[src/rtl/fifo_wr_ctrl.sv]
// Write-domain pointer/flag controller for an async FIFO: binary + Gray write pointer,
// read-pointer synchronizer, full / fill level / sticky overflow. Optional FIFO_ALMOST_FULL_EN.
module fifo_wr_ctrl #(
  parameter int ADDR_WIDTH = 4
`ifdef FIFO_ALMOST_FULL_EN
  ,parameter int AFULL_THRESH = 12
`endif
) (
  input  logic                  wr_clk,
  input  logic                  wr_rst_n,
  input  logic                  wr_req,
  input  logic [ADDR_WIDTH:0]   rd_gptr,
  input  logic                  ovf_clr,
  output logic                  wr_en,
  output logic [ADDR_WIDTH-1:0] wr_addr,
  output logic [ADDR_WIDTH:0]   wr_gptr,
  output logic                  full,
  output logic [ADDR_WIDTH:0]   wr_level,
  output logic                  overflow
`ifdef FIFO_ALMOST_FULL_EN
  ,output logic                 almost_full
`endif
);

  localparam int PW = ADDR_WIDTH + 1;

  function automatic logic [PW-1:0] bin2gray(input logic [PW-1:0] b);
    return b ^ (b >> 1);
  endfunction

  function automatic logic [PW-1:0] gray2bin(input logic [PW-1:0] g);
    logic [PW-1:0] b;
    b[PW-1] = g[PW-1];
    for (int i = PW - 2; i >= 0; i--) b[i] = b[i+1] ^ g[i];
    return b;
  endfunction

  logic [PW-1:0] wbin_q, wbin_d;
  logic [PW-1:0] wgray_q, wgray_d;
  logic [PW-1:0] rq1_q, rq2_q, rq2_d;
  logic [PW-1:0] level_q, level_d;
  logic          full_q, full_d;
  logic          ovf_q, ovf_d;
  logic          push;

  assign push = wr_req & ~full_q;

  // Gated by reset so the memory never sees a write while the block is held in reset.
  assign wr_en    = push & wr_rst_n;
  assign wr_addr  = wbin_q[ADDR_WIDTH-1:0];
  assign wr_gptr  = wgray_q;
  assign full     = full_q;
  assign wr_level = level_q;
  assign overflow = ovf_q;

  always_comb begin
    wbin_d  = wbin_q;
    if (push) wbin_d = wbin_q + PW'(1);
    wgray_d = bin2gray(wbin_d);
    // Flags use the value rq2 is about to take, so they track rq2 on the same edge.
    rq2_d   = rq1_q;
    full_d  = (wgray_d == {~rq2_d[PW-1:PW-2], rq2_d[PW-3:0]});
    level_d = wbin_d - gray2bin(rq2_d);
    ovf_d   = (wr_req & full_q) | (ovf_q & ~ovf_clr);
  end

  always_ff @(posedge wr_clk or negedge wr_rst_n) begin
    if (!wr_rst_n) begin
      wbin_q  <= '0;
      wgray_q <= '0;
      rq1_q   <= '0;
      rq2_q   <= '0;
      full_q  <= 1'b0;
      level_q <= '0;
      ovf_q   <= 1'b0;
    end else begin
      wbin_q  <= wbin_d;
      wgray_q <= wgray_d;
      rq1_q   <= rd_gptr;
      rq2_q   <= rq2_d;
      full_q  <= full_d;
      level_q <= level_d;
      ovf_q   <= ovf_d;
    end
  end

`ifdef FIFO_ALMOST_FULL_EN
  logic afull_q, afull_d;

  assign afull_d     = (level_d >= PW'(AFULL_THRESH));
  assign almost_full = afull_q;

  always_ff @(posedge wr_clk or negedge wr_rst_n) begin
    if (!wr_rst_n) afull_q <= 1'b0;
    else           afull_q <= afull_d;
  end
`endif

endmodule
[config.mk]
export PLATFORM = sky130hd
export DESIGN_NAME = fifo_wr_ctrl
export DESIGN_NICKNAME = d
export VERILOG_FILES = /design/src/rtl/fifo_wr_ctrl.sv
export SDC_FILE = /design/constraint.sdc
export NUM_CORES = 1
export LEC_CHECK = 0
export ABC_AREA = 1
export CAP_MARGIN = 30
export CORE_ASPECT_RATIO = 1.5
export CORE_MARGIN = 5
export CORE_UTILIZATION = 50
export CTS_BUF_LIST = sky130_fd_sc_hd__clkbuf_4 sky130_fd_sc_hd__clkbuf_8 sky130_fd_sc_hd__clkbuf_16
export CTS_CLUSTER_DIAMETER = 150
export DETAILED_ROUTE_END_ITERATION = 12
export DONT_BUFFER_PORTS = 1
export GPL_TIMING_DRIVEN = 0
export PLACE_DENSITY_LB_ADDON = 0.12
export SYNTH_ARGS = -nofsm -noshare
export SYNTH_HDL_FRONTEND = slang
export SYNTH_SLANG_ARGS = --single-unit
[constraint.sdc]
create_clock -name wr_clk -period 3 [get_ports wr_clk]
set_input_delay 0.6 -clock wr_clk [delete_from_list [all_inputs] [get_ports wr_clk]]
set_output_delay 0.6 -clock wr_clk [all_outputs]
set_load 0.02 [all_outputs]
==> results.ini <==
[floorplanning]
rows = 20
start_util_pct = 52.41
io_pins = 26
fp.dieW_um = 47.64
die_area_um2 = 3165
core-area_um2 = 2027
die_y_um = 66.45

[final_layout]
syn2layout_area_growth_pct = 6.360
final_nets = 143
multi_input_area_um2 = 476.7
seq_area_um2 = 525.5
fillers = 194
antennaDiodeCount = 0
layout-drive-gt1-share_pct = 4.724

[sta]
final-max-slew-violation-count = 0
clock-skew-final_ps = 2.379
finalCritPeriodShare_pct = 80.69
setup_tns_ps = 0
fin_crit_ps = 2421
setup_viol = 0
rsz0062_at_grt = false
finalHoldViolations = 0
tightest_slew_ps = 903.5
slew_headroom_pct = 39.57
fmax_ghz = 0.4131

[global_routing]
antenna_found_initial = 0
grt.total_usage_pct = 14.49
grt_pass1_wl_um = 3222
grt-ovfl-total = 0
grt_start_max_net_pins = 22
grt_pass1_vias = 775

[detailed_routing]
ant_nets = 0
remaining_drc_errors = 0
drtPass1Iterations = 4
drtIter0Drc = 8
vias_per_cell = 5.208
via_count = 776
avgRoutedWirePerCell_um = 12.54
wirelength_um = 1868

[power_and_ir_drop]
p_leak_nw = 0.5972
p_sw_mw = 0.5948
power_density_nw_per_um2 = 1089
p_int_mw = 0.6356
p_total_mw = 1.230
clkPwrFrac_pct = 11.4
peakVddDrop_mv = 0.5022
p_sw_share_pct = 48.34
power_frac_seq_pct = 47.8
pwr-share-comb_pct = 40.8

[synthesis]
syn_area_um2 = 1062
async_flop_share_pct = 100.0
synth.most_common_cell = nand2_1
yosysSeqAreaShare_pct = 49.47
ys.warnings.count = 0
synthFlopType = dfrtp_1
synthDistinctLibCells = 16
synth_fp_nets = 137
synth_edf_count = 0
synth_top_cell_by_area = dfrtp_1
synth_common_cells = 44 x nand2_1, 21 x dfrtp_1, 16 x inv_1
synth_top_area_share_pct = 49.47
ys_top_cells_by_area = dfrtp_1 49%, nand2_1 16%, ha_1 5.9%
synth_seq_cells = 21
synth_area_per_cell_um2 = 8.707
syn_inst = 122

[critical_path]
crit_fanout = 3
setup.worst_path.end_class = flop
cp.arrival_ps = 2660
startpoint = rq1_q[4]
r2r_start = rq1_q[4]
startpoint_type = flop
crit_type = reg -> reg
worstPathRequired_ps = 3240
worst_r2r_path_depth = 10

[worst_hold_path]
holdPathStages = 0
hp-class = in -> reg
min_from = rd_gptr[3]

[clock_tree]
clk_pin_slew_ps = 120
clkLatencyLatePin_ps = 310
clock_sinks = 21
ctsRootBufferMaster = clkbuf_4
postCtsSetupBuffers = 0
cts_tree = done
numCtsBuffers = 3
htree_levels = 1
post_cts_resized = 0
cts_max_path_buffers = 2

[run_status]
status = complete, no violations

[placed_design]
dp_hpwl_um = 1463
gp_congestion = 0.7927
io_buffers = 0

[job]
cap_violations = 0

worst max-delay path, stage by stage, from the launching register on:
cell	delay, ps
dfrtp_1	440
xnor2_2	240
xor2_2	230
xor2_1	270
nand2_1	80
nand2_1	70
inv_1	40
ha_1	200
fa_1	410
o21ai_0	240
xnor2_1	150
kinds of logic after synthesis:
kind of cell / synth area share [%]
compound gates: 3.887
xor+xnor: 8.010
fa+ha+maj: 7.774
buf+inv: 5.654
flops: 49.47
simple gates: 25.21
flip-flops by register name, indices dropped and copies added, names as in the netlist:
| signal | count |
|---|---|
| rq1_q | 5 |
| wbin_q | 5 |
| wr_level | 5 |
| wr_gptr | 4 |
| full | 1 |
| overflow | 1 |
metrics by stage:
stage	hold WS [ps]	setup slack (ps)	cells	utilization (%)	instance area [um2]
6_report	298.1	579.3	149	55.74	1130
5_1_grt	265.6	349.8	149	55.74	1130
4_1_cts	286.6	548.9	149	55.74	1130
3_5_place_dp	304.9	593.3	144	53.77	1090
3_3_place_gp	304.9	647.3	144	53.77	1090
2_1_floorplan	304.4	790.8	122	-	1062
layout make-up:
cell class / count / share of cell area [%]
clock inverters: 1 / 0.6645
flip-flops and latches: 21 / 46.51
well taps: 22 / 2.436
repair buffers: 1 / 0.8859
multi-input cells: 85 / 42.19
clock buffers: 3 / 1.993
inverters: 16 / 5.316
layout by cell type, fill, tap and decap left out:
| master | synthesis | routed |
|---|---|---|
| fa_1 | 1 | 1 |
| clkinvlp_4 | 0 | 1 |
| o22ai_1 | 1 | 1 |
| nand3_1 | 10 | 10 |
| clkbuf_4 | 0 | 3 |
| xor2_1 | 4 | 4 |
| o21ai_0 | 2 | 2 |
| ha_1 | 5 | 5 |
| dlygate4sd3_1 | 0 | 1 |
| nand3b_1 | 4 | 4 |
| dfrtp_1 | 21 | 21 |
| nand2_1 | 44 | 44 |
| a21oi_1 | 2 | 2 |
| nor2_1 | 6 | 6 |
| o21bai_1 | 2 | 2 |
| inv_1 | 16 | 16 |
| xnor2_1 | 2 | 2 |
| xnor2_2 | 1 | 1 |
| xor2_2 | 1 | 1 |
metal layers:
| metal | global-route usage, % | vias to the layer above | part of all wire (%) |
|---|---|---|---|
| li1 | - | 387 | - |
| met1 | 14.92 | 360 | 36 |
| met2 | 25.34 | 24 | 54 |
| met3 | 3.243 | 5 | 7.3 |
| met4 | 8.081 | 0 | 2.8 |
| met5 | 0 | - | 0 |
final timing paths:
check | end | slack (ps)
max | wr_level[4] | 580
min | rq1_q[3] | 300
max reg2reg | wr_level[4] | 580
min reg2reg | overflow | 650
max in group asynchronous | full | 1610
min in group asynchronous | wr_level[0] | 850
power groups by stage:
stage | clock, mW | combinational (mW) | sequential, mW
CTS | 0.149 | 0.512 | 0.592
detailed placement | 0 | 0.500 | 0.599
global placement | 0 | 0.490 | 0.598
floorplan | 0 | 0.415 | 0.577
global route | 0.162 | 0.600 | 0.605
finish | 0.140 | 0.502 | 0.588
repair_timing:
action / in CTS / in global routing
hold buffers: 1 / 0
setup endpoints to repair: 0 / 0
endpoints found under the hold margin: 21 / 0
(Power assumes the default switching activity.)
